File: config.mk
export PLATFORM = sky130hd
export DESIGN_NAME = note_detector
export DESIGN_NICKNAME = d
export VERILOG_FILES = /design/src/rtl/note_detector.sv
export SDC_FILE = /design/constraint.sdc
export NUM_CORES = 1
export LEC_CHECK = 0
export CAP_MARGIN = 0
export CORE_ASPECT_RATIO = 1.75
export CORE_MARGIN = 2
export CORE_UTILIZATION = 30
export DETAILED_ROUTE_END_ITERATION = 10
export HOLD_SLACK_MARGIN = 0.1
export PLACE_DENSITY = 0.48
export SLEW_MARGIN = 20
export SYNTH_ARGS = -nofsm -noshare
export SYNTH_HDL_FRONTEND = slang
export SYNTH_SLANG_ARGS = --single-unit
export TNS_END_PERCENT = 1
File: constraint.sdc
create_clock -name clk -period 4.9 [get_ports clk]
set_input_delay 0.735 -clock clk [delete_from_list [all_inputs] [get_ports clk]]
set_output_delay 0.735 -clock clk [all_outputs]
set_load 0.005 [all_outputs]
File: src/rtl/note_detector.sv
// Tone period detector: measures the rise-to-rise period of a square-wave input and
// classifies it against the C5..C6 note table with a stability-qualified valid flag.
module note_detector #(
  parameter int unsigned TOL     = 512,
  parameter int unsigned STABLE  = 2,
  parameter int unsigned TIMEOUT = 131071,
  parameter int unsigned CNT_W   = 17
) (
  input  logic             clk,
  input  logic             reset,
  input  logic             tone_in,
  output logic [CNT_W-1:0] period,
  output logic             period_strobe,
  output logic [3:0]       note_idx,
  output logic             note_valid
);

  localparam int unsigned NOTES = 13;
  localparam int unsigned RUN_W = 3;

  typedef enum logic [1:0] {IDLE, ARMED, LOCKED} state_t;

  // Full-period reference for C5 (0) .. C6 (12)
  function automatic logic [CNT_W-1:0] ref_period(input int unsigned i);
    case (i)
      0:       ref_period = CNT_W'(95604);
      1:       ref_period = CNT_W'(90254);
      2:       ref_period = CNT_W'(85180);
      3:       ref_period = CNT_W'(80386);
      4:       ref_period = CNT_W'(75874);
      5:       ref_period = CNT_W'(71634);
      6:       ref_period = CNT_W'(67568);
      7:       ref_period = CNT_W'(63776);
      8:       ref_period = CNT_W'(60170);
      9:       ref_period = CNT_W'(56820);
      10:      ref_period = CNT_W'(53650);
      11:      ref_period = CNT_W'(50608);
      12:      ref_period = CNT_W'(47756);
      default: ref_period = '0;
    endcase
  endfunction

  function automatic logic [CNT_W:0] abs_diff(input logic [CNT_W-1:0] a,
                                              input logic [CNT_W-1:0] b);
    logic [CNT_W:0] wa, wb;
    wa = {1'b0, a};
    wb = {1'b0, b};
    abs_diff = (wa >= wb) ? (wa - wb) : (wb - wa);
  endfunction

  logic             s1, s2, s3;
  logic             rise;
  logic [CNT_W-1:0] cnt;
  state_t           state, state_d;
  logic [CNT_W-1:0] period_d;
  logic             strobe_d;
  logic [3:0]       cand, cand_d;
  logic [RUN_W-1:0] run, run_d;
  logic [3:0]       idx_d;
  logic             valid_d;
  logic             match;
  logic [3:0]       match_idx;

  assign rise = s2 & ~s3;

  // Synchronizer and saturating rise-to-rise counter
  always_ff @(posedge clk or posedge reset) begin
    if (reset) begin
      s1  <= 1'b0;
      s2  <= 1'b0;
      s3  <= 1'b0;
      cnt <= '0;
    end else begin
      s1 <= tone_in;
      s2 <= s1;
      s3 <= s2;
      if (rise)
        cnt <= '0;
      else if (cnt != CNT_W'(TIMEOUT))
        cnt <= cnt + CNT_W'(1);
    end
  end

  // Table lookup on the registered period; table spacing guarantees at most one hit
  always_comb begin
    match     = 1'b0;
    match_idx = '0;
    for (int i = 0; i < int'(NOTES); i++) begin
      if (!match && abs_diff(period, ref_period(i)) <= (CNT_W+1)'(TOL)) begin
        match     = 1'b1;
        match_idx = 4'(i);
      end
    end
  end

  always_ff @(posedge clk or posedge reset) begin
    if (reset) begin
      state         <= IDLE;
      period        <= '0;
      period_strobe <= 1'b0;
      cand          <= '0;
      run           <= '0;
      note_idx      <= '0;
      note_valid    <= 1'b0;
    end else begin
      state         <= state_d;
      period        <= period_d;
      period_strobe <= strobe_d;
      cand          <= cand_d;
      run           <= run_d;
      note_idx      <= idx_d;
      note_valid    <= valid_d;
    end
  end

  always_comb begin
    state_d  = state;
    period_d = period;
    strobe_d = 1'b0;
    cand_d   = cand;
    run_d    = run;
    idx_d    = note_idx;
    valid_d  = note_valid;

    case (state)
      IDLE: begin
        if (rise)
          state_d = ARMED;
      end
      ARMED, LOCKED: begin
        if (rise) begin
          period_d = cnt + CNT_W'(1);
          strobe_d = 1'b1;
        end else if (cnt == CNT_W'(TIMEOUT - 1)) begin
          state_d = IDLE;
          valid_d = 1'b0;
          run_d   = '0;
        end
      end
      default: state_d = IDLE;
    endcase

    // Classification of the period captured on the previous cycle
    if (period_strobe) begin
      if (!match) begin
        run_d   = '0;
        valid_d = 1'b0;
        state_d = ARMED;
      end else begin
        if (match_idx == cand && run != '0) begin
          if (run < RUN_W'(STABLE))
            run_d = run + RUN_W'(1);
        end else begin
          cand_d = match_idx;
          run_d  = RUN_W'(1);
        end
        if (run_d >= RUN_W'(STABLE)) begin
          idx_d   = cand_d;
          valid_d = 1'b1;
          state_d = LOCKED;
        end else begin
          valid_d = 1'b0;
          state_d = ARMED;
        end
      end
    end
  end

endmodule

## Word level (Yosys, flattened, before mapping)

Index checks and enable logic that the tools add are counted.

| word-level totals | value |
|---|---|
| register bits | 52 |
| bits in read-only memories | 0 |
| output and inout bits | 23 |
| bits in writable memories | 0 |
| memories | 0 |
| word-level logic and storage cells | 179 |
| bits in latches | 0 |

| cells by class | value |
|---|---|
| multiply operators | 0 |
| bitwise gates (word level) | 2 |
| div/mod/pow operators | 0 |
| equal/unequal tests | 9 |
| $add $sub $neg | 28 |
| reduce and logical (&&, ||, !) cells | 36 |
| muxes and demuxes | 65 |
| $lt $le $gt $ge | 28 |
| shift operators | 0 |

Operator list:

| cell | count |
|---|---|
| $le 18x10->1 const B | 13 |
| $mux 18 | 13 |
| $sub 17x17->18 const A | 7 |
| $sub 17x17->18 const B | 7 |
| $ge 17x17->1 const B | 7 |
| $sub 16x17->18 const A | 6 |
| $sub 17x16->18 const B | 6 |
| $ge 17x16->1 const B | 6 |
| $mux 4 | 12 |
| $mux 17 | 2 |
| $mux 3 | 9 |
| $mux 1 | 22 |
| $add 17x1->17 const B | 1 |
| $eq 17x17->1 const B | 1 |
| $ne 17x17->1 const B | 1 |
| $logic_and 1x1->1 | 13 |
| $logic_not 1->1 | 12 |
| $mux 2 | 6 |
| $ne 3x3->1 const B | 3 |
| $reduce_and 3->1 | 3 |
| $reduce_bool 2->1 | 3 |
| $eq 4x4->1 | 1 |
| $pmux 2 s2 | 1 |
| $reduce_and 2->1 | 2 |
| other kinds (11) | 11 |

## Logic depth before layout (Yosys ltp)

Gate-level depths: netlist (run 1).

| logic depth | value |
|---|---|
| depth in word-level cells | 49 |
| gate-level depth with buffers | 21 |
| depth with buffers taken out | 14 |

## Worst setup path after synthesis (run 1)

Ideal clock, no wire load.

| path | value |
|---|---|
| path kind | register to register |
| from | reg period[6] |
| to | reg note_idx[2] |
| path slack | -0.227 ns |
| cell stages (with the launch flop) | 21 |
| arrival | 5.048 ns |
| library setup time | 0.079 ns |
| path buffers | 6 |
| clock period less this slack | 5.127 ns |
| cell sequence | dfrtp_1 -> buf_2 -> buf_1 -> clkbuf_1 -> inv_1 -> clkbuf_1 -> ha_1 -> buf_2 -> or4b_1 -> or4_4 -> o21ai_2 -> nor2_2 -> or4b_1 -> a2111oi_2 -> a41oi_2 -> or4b_1 -> nand3_2 -> a211oi_4 -> and4_1 -> buf_6 -> mux2i_1 |

| on the way | value |
|---|---|
| longest elaborated chain between the ends | 47 |

RTL lines:

| element | line | source |
|---|---|---|
| start: declaration | 12 | `output logic [CNT_W-1:0] period,` |
| start signal: assignment | 107 | `period <= period_d;` |
| $sub 17x17->18 or $ge 17x17->1 (tied branches) | 48 | `abs_diff = (wa >= wb) ? (wa - wb) : (wb - wa);` |
| $mux 18 | 48 |  |
| $le 18x10->1 | 89 | `if (!match && abs_diff(period, ref_period(i)) <= (CNT_W+1)'(TOL)) begin` |
| $mux 1 | 89 |  |
| $logic_not 1->1 | 89 |  |
| $logic_and 1x1->1 | 89 |  |
| $mux 1 | 89 |  |
| $logic_not 1->1 | 89 |  |
| [31 not listed] | - |  |
| $mux 4 | 89 |  |
| $eq 4x4->1 | 150 | `if (match_idx == cand && run != '0) begin` |
| $logic_and 1x1->1 | 150 |  |
| $mux 3 | 150 |  |
| $mux 3 | 145 | `if (!match) begin` |
| $mux 3 | 144 | `if (period_strobe) begin` |
| $ge 3x2->1 | 157 | `if (run_d >= RUN_W'(STABLE)) begin` |
| $reduce_and 3->1 (no source line) | - |  |
| end signal: assignment | 111 | `note_idx <= idx_d;` |
| end: declaration | 14 | `output logic [3:0] note_idx,` |

Several ways; a longest one is shown, not always the timed one. The select of a mux whose other input is x is not followed.
A chain may end at the register's enable or synchronous reset.

## Final worst setup path (run 1)

| path | value |
|---|---|
| from | reg period[4] |
| to | reg run[1] |

| on the way | value |
|---|---|
| longest elaborated chain between the ends | 47 |

RTL lines:

| element | line | source |
|---|---|---|
| $sub 17x17->18 or $ge 17x17->1 (tied branches) | 48 |  |
| $mux 18 | 48 |  |
| $le 18x10->1 | 89 |  |
| $mux 1 | 89 |  |
| $logic_not 1->1 | 89 |  |
| $logic_and 1x1->1 | 89 |  |
| $mux 1 | 89 |  |
| $logic_not 1->1 | 89 |  |
| [32 not listed] | - |  |
| $eq 4x4->1 | 150 |  |
| $logic_and 1x1->1 | 150 |  |
| $mux 3 | 150 |  |
| $mux 3 | 145 |  |
| $mux 3 | 144 |  |
| $mux 3 * | 145 |  |
| $mux 3 * | 144 |  |
| named net run_d[1] | 58 | `logic [RUN_W-1:0] run, run_d;` |
| end signal: assignment | 110 | `run <= run_d;` |
| end: declaration | 58 |  |

The timed path passes the listed nets; every way through them passes the cells marked *. The select of a mux whose other input is x is not followed.

==> results of run 1 <==
cell usage after synthesis, drive strengths merged (13+ instances only):
master / count
inv: 41
ha: 28
nor4: 17
or3: 23
buf: 58
nor3: 53
a21oi: 128
o211ai: 21
nand4: 30
a311oi: 13
nor2b: 23
a31oi: 30
a211oi: 37
and3: 22
nand3: 67
o31ai: 19
xor2: 17
mux2i: 40
o2111ai: 13
clkbuf: 87
nand2: 134
xnor2: 101
o21ai: 122
and2: 16
nand2b: 22
dfrtp: 52
o21a: 20
nor2: 140
final cells by class:
class	count	area share (%)
tap	465	4.40
sequential	52	9.93
clock inverter	2	0.133
timing repair buffer	268	16.6
clock buffer	6	1.05
multi-input combinational	1355	66.7
inverter	42	1.22
stage by stage:
step | hold slack, ns | power (W) | cells | setup slack [ns] | utilization, %
2_1_floorplan | 0.331 | 0.00168 | 1594 | 0.00237 | -
3_3_place_gp | 0.362 | 0.00280 | 2181 | -0.331 | 36.7
3_5_place_dp | 0.355 | 0.00279 | 2181 | -0.274 | 36.7
4_1_cts | 0.381 | 0.00319 | 2189 | 0.0299 | 37.1
5_1_grt | 0.384 | 0.00343 | 2190 | -0.00281 | 37.4
6_report | 0.379 | 0.00330 | 2190 | 0.232 | 37.4
registers in the layout, summed over array words and instances, names as in the netlist:
signal	count
cand	4
cnt	17
note_idx	4
note_valid	1
period	17
period_strobe	1
run	3
s1	1
s2	1
s3	1
state	2
logic make-up (layout without fill, tap and decap cells):
kind of cell | count (synthesis) | count (layout) | share of synthesized area, %
flip-flops | 52 | 52 | 12.1
buffers and inverters | 187 | 318 | 7.04
XOR/XNOR | 118 | 118 | 9.60
adder cells (fa/ha/maj) | 28 | 28 | 3.26
AND/OR/NAND/NOR | 612 | 612 | 29.2
multiplexers | 47 | 47 | 4.45
AO/OA/AOI/OAI | 550 | 550 | 34.4
cell usage in the layout, fill, tap and decap left out, types with 11 or more instances in the layout:
cell,instances
nor2b_1,20
mux2i_1,40
a21o_1,12
o22ai_1,12
a311oi_1,12
ha_1,27
clkdlybuf4s50_1,25
xor2_1,17
nand4_1,30
nor2_1,138
o21ai_0,110
nor3_1,53
a21oi_1,127
a31oi_1,30
o2111ai_1,12
or2_2,11
dfrtp_1,43
nand2_1,134
inv_1,35
o211ai_1,21
buf_4,234
a211oi_1,34
and3_1,22
nor4_1,15
nand2b_1,22
xnor2_1,101
o21a_1,20
or3_1,23
and2_1,16
o31ai_1,17
nand3_1,66
repair_timing:
item,4_1_cts,5_1_grt
resized for setup,4,26
setup buffers,0,1
endpoints found under the hold margin,0,0
endpoints found under the setup margin,14,14
pin swaps,0,0
power groups by stage:
| stage | clock [W] | sequential (W) | combinational [W] |
|---|---|---|---|
| after global routing | 0.000410 | 0.000521 | 0.00250 |
| after floorplan | 0 | 0.000524 | 0.00116 |
| final | 0.000390 | 0.000515 | 0.00240 |
| after CTS | 0.000402 | 0.000514 | 0.00228 |
| after global placement | 0 | 0.000521 | 0.00228 |
| after detailed placement | 0 | 0.000522 | 0.00227 |
worst reg2reg max path, stage by stage (launching register included):
cell and delay (ns):
dfrtp_1 0.37, buf_4 0.19, ha_1 0.38, buf_4 0.28, nand3_1 0.15, and3_1 0.28, o21ai_1 0.39, nand3_1 0.13
a2111oi_0 0.49, o2111ai_1 0.35, a211oi_2 0.45, a31o_2 0.22, a311oi_1 0.10, buf_4 0.21, a21oi_2 0.21, nand4_1 0.16
a22oi_1 0.21
worst paths after layout:
path | start | endpoint | slack, ns | cells after the start
setup / recovery | period[4] | run[1] | 0.23 | 16
hold / removal | s2 | s3 | 0.38 | 0
setup reg to reg | period[4] | run[1] | 0.23 | 16
hold reg to reg | s2 | s3 | 0.38 | 0
max in group asynchronous | reset | cnt[3] | 3.23 | 3
min in group asynchronous | reset | note_valid | 0.90 | 2
metal layers:
| layer | global-route usage [%] | wire [um] | up-vias |
|---|---|---|---|
| met5 | 0 | 0 | - |
| met4 | 32.1 | 8040 | 0 |
| met3 | 4.94 | 4070 | 323 |
| met2 | 61.7 | 31900 | 788 |
| met1 | 35.3 | 22300 | 6767 |
| li1 | - | - | 6231 |
==> impl_metrics.ini, run 1 <==
[outcome]
status = finished, final reports clean

[placed_design]
routabilityCongestion = 1.06
placed_area_sq_mm = 0.0129
hpwl_um = 52000
io_buffers = 25

[power_and_ir_drop]
p_comb_share_pct = 72.6
power.share.switching_pct = 55.0
pwr-share-seq_pct = 15.6
p_clk_share_pct = 11.8
peakVddDrop_v = 0.000325
p_per_area_mw_per_mm2 = 250
leakage_nw = 5.04
power.switching_w = 0.00182
intPower_w = 0.00148

[clock_network]
cts_buffers = 5
cts.sinks = 52
clock_latency_ns = 0.31
clk_transition_reported_paths_ns = 0.07
cts_tree = yes
clk_path_buf_depth = 2
cts-root-buf = clkbuf_16
htree_levels = 2
ctsHoldBuffers = 0

[grt]
grt_overflow = 0
grt_pass1_wl_um = 95400
grtUsageTotal_pct = 34.9
antenna_found_initial = 0
grt_max_degree = 52
grt_pass1_vias = 13882

[drt]
routed_wl_um = 66200
drt_iter0_drc = 1441
vias_per_cell = 6.44
post-route-drc-count = 0
ant_nets = 0
wl_per_cell_um = 30.2
num_vias = 14109
drtPass1Iterations = 5

[worst_setup_path]
crit_fanout = 12
critPathCaptureType = register
crit_arrival_ns = 4.89
crit_type = register to register
cp_top_family = compound AO/OA/AOI/OAI gates
cpMostUsedCell = buf_4
cp_data_required_time_ns = 5.13
cp_cell_sequence = buf_4, ha_1, buf_4, nand3_1, and3_1, o21ai_1, nand3_1, a2111oi_0, o2111ai_1, a211oi_2, a31o_2, a311oi_1, buf_4, a21oi_2, nand4_1, a22oi_1
worst_setup_path_start_kind = register
critPathBufInv = 3
crit_path_max_incr_delay_ns = 0.48
cpMaxStageDelayCell = a2111oi_0

[synth]
synth_top_area_cell = dfrtp_1
ys_seq_area_share_pct = 12.1
synth_edf_count = 0
synthCells = 1594
synth.area.top_cells = dfrtp_1 12%, xnor2_1 8.2%, a21oi_1 6.0%, o21ai_0 5.3%, nor2_1 4.8%
synth_cell_types = 96
async_flop_share_pct = 100
syn_area_sq_mm = 0.0108
synth_ff_type = dfrtp_1
syn_avg_cell_area_sq_um = 6.75
synth_warnings = 0
syn_nets = 1625
synth-seq-cells = 52
synth_top_cell_area_share_pct = 12.1

[cells_and_area]
nets = 1755
multi_input_area_sq_mm = 0.00881
seq_area_sq_mm = 0.00131
fillers = 3850
layout-drive-gt1-share_pct = 18.7
synthToLayoutAreaGrowth_pct = 22.8
antennaDiodeCount = 0
fin_area_sq_mm = 0.0132

[timing]
finalSetupViolations = 0
max_freq_mhz = 214
final.setup.tns_ns = 0
fin_crit_sh_pct = 95.3
timing.final.hold_violations = 0
skew_ns = 0.00811
slew_headroom_pct = 34.7
maxSlewViolCount = 0
period_minus_slack_ns = 4.67
tightest_slew_ns = 0.977

[floorplanning]
die_w_um = 147
dieArea_sq_mm = 0.0375
start_util_pct = 30.5
rows = 91
die_y_um = 255
core-area_sq_mm = 0.0353
pin_count = 26

[job]
maxCapViolCount = 0

[hold_path]
hold_class = register to register
No activity file was read; power rests on OpenSTA's default activity.
==> run 2: changes to the inputs <==
- SKIP_LAST_GASP: unset -> 1
==> run 2 against run 1 <==
Against the previous run:
- sequential share of layout area stayed put
- global-route usage unchanged
- setup slack worse by 0.16 ns
- sequential cell count did not move
- routed wire length down 0.12%
- clock skew shrank 0.00091 ns
- core utilization unchanged
- die area did not move
- critical endpoint unchanged
- power about the same
- highest routed layer unchanged
- cell area is the same
- count of clock-buffer cells in the layout unchanged
- non-clock buffer count did not move
==> impl_metrics.ini, run 2 (synthesis results as in run 1) <==
[placed_design]
io_buffers = 25
routabilityCongestion = 1.06
preCtsSetupSlack_ns = -0.274
placed_area_sq_mm = 0.0129
hpwl_um = 52000

[clock_network]
cts_buffers = 5
cts.sinks = 52
clk_transition_reported_paths_ns = 0.07
clk_path_buf_depth = 2
clock_latency_ns = 0.31
htree_levels = 2
cts_tree = yes
cts-root-buf = clkbuf_16

[drt]
vias_per_cell = 6.45
num_vias = 14135
wl_per_cell_um = 30.2
drt_iter0_drc = 1485
ant_nets = 0
drtPass1Iterations = 5
post-route-drc-count = 0
routed_wl_um = 66200

[worst_setup_path]
cp_data_required_time_ns = 5.13
crit_arrival_ns = 5.06
cpMaxStageDelayCell = dfrtp_1
worst_setup_path_start_kind = register
crit_start = period[14]
critPathCaptureType = register
crit_type = register to register
cp_cell_sequence = buf_4, nor2b_1, nand4_1, o21ai_1, nand3_1, a2111oi_0, o2111ai_1, a211oi_2, a31o_2, a311oi_1, buf_4, a21oi_2, nand4_1, a22oi_1
reg2reg_slack_ns = 0.07
cp_top_family = compound AO/OA/AOI/OAI gates
crit_fanout = 7
reg2reg_from = period[14]
critPathBufInv = 2
crit_path_max_incr_delay_ns = 0.67

[floorplanning]
die_y_um = 255
pin_count = 26
core-area_sq_mm = 0.0353
die_w_um = 147
dieArea_sq_mm = 0.0375
start_util_pct = 30.5
rows = 91

[power_and_ir_drop]
p_per_area_mw_per_mm2 = 250
peakVddDrop_v = 0.000329
leakage_nw = 5.04

[grt]
grt_pass1_vias = 13882
grt_max_degree = 52
grt_overflow = 0
grt_pass1_wl_um = 95400
antenna_found_initial = 0
grtUsageTotal_pct = 34.9

[timing]
period_minus_slack_ns = 4.83
maxSlewViolCount = 0
worst_hold_slack_ns = 0.379
skew_ns = 0.00720
rsz0062_at_grt = true
timing.final.hold_violations = 0
fin_ws_ns = 0.0705
final.setup.tns_ns = 0
fin_crit_sh_pct = 98.6
slew_headroom_pct = 35.2
max_freq_mhz = 207
finalSetupViolations = 0
tightest_slew_ns = 0.970

[cells_and_area]
layout-drive-gt1-share_pct = 18.7
synthToLayoutAreaGrowth_pct = 22.8
layout_commonest_cell = buf_4
fin_area_sq_mm = 0.0132
layout_common_cells = 234 x buf_4, 138 x nor2_1, 134 x nand2_1, 127 x a21oi_1, 110 x o21ai_0
utilization_pct = 37.4
largestRegisters = cnt (17), period (17)
nets = 1755

[hold_path]
hp-start = s2
hold_class = register to register

[outcome]
status = finished, final reports clean

[job]
maxCapViolCount = 0
## run 2: worst paths after layout
path,end,cells after the start
worst min-delay path,s3,0
worst min register to register,s3,0
worst max-delay path,run[1],14
min in group asynchronous,note_valid,2
max in group asynchronous,cnt[3],3
worst max register to register,run[1],14
## run 2: layout make-up
type | instances | area [sq um]
clock inverters | 2 | 17.5
flip-flops and latches | 52 | 1310
fillers | 3850 | 22100
repair buffers | 268 | 2190
inverters | 42 | 161
diodes | 1 | 2.50
well taps | 465 | 582
multi-input cells | 1355 | 8810
clock buffers | 6 | 139
## run 2: worst reg2reg max path, cell delays in order (launching register included)
cell and delay, ns:
dfrtp_1 0.67, buf_4 0.27, nor2b_1 0.62, nand4_1 0.21, o21ai_1 0.41, nand3_1 0.14
a2111oi_0 0.48, o2111ai_1 0.37, a211oi_2 0.46, a31o_2 0.22, a311oi_1 0.10, buf_4 0.22
a21oi_2 0.21, nand4_1 0.16, a22oi_1 0.21
## run 2: power by group
part / switching [W] / leakage [nW] / internal (W) / total [W]
clock: 0.000182 / 0.0779 / 0.000208 / 0.000390
combinational: 0.00159 / 4.27 / 0.000810 / 0.00240
sequential: 0.0000492 / 0.688 / 0.000466 / 0.000516
## run 2: stage by stage
stage                     cells  power, W
after floorplan            1594   0.00168
after global placement     2181   0.00280
after detailed placement   2181   0.00279
after CTS                  2189   0.00319
after global routing       2190   0.00343
final                      2191   0.00330
## run 2: repair_timing
item	4_1_cts	5_1_grt
hold buffers	0	0
setup endpoints to repair	14	14
resized for setup	4	25
setup buffers	0	1
hold endpoints to repair	0	0
## run 2: layer usage
layer,vias to the layer above,global-route usage (%),part of all wire [%]
met1,6774,35.3,33
li1,6239,-,-
met5,-,0,0
met4,0,32.1,12
met2,807,61.7,48
met3,315,4.94,6.6
==> run 3: changes to the inputs <==
- HOLD_SLACK_MARGIN: 0.1 -> 0.08
==> results of run 3 <==
Final layout, timing and power as in run 2 (identical DEF).
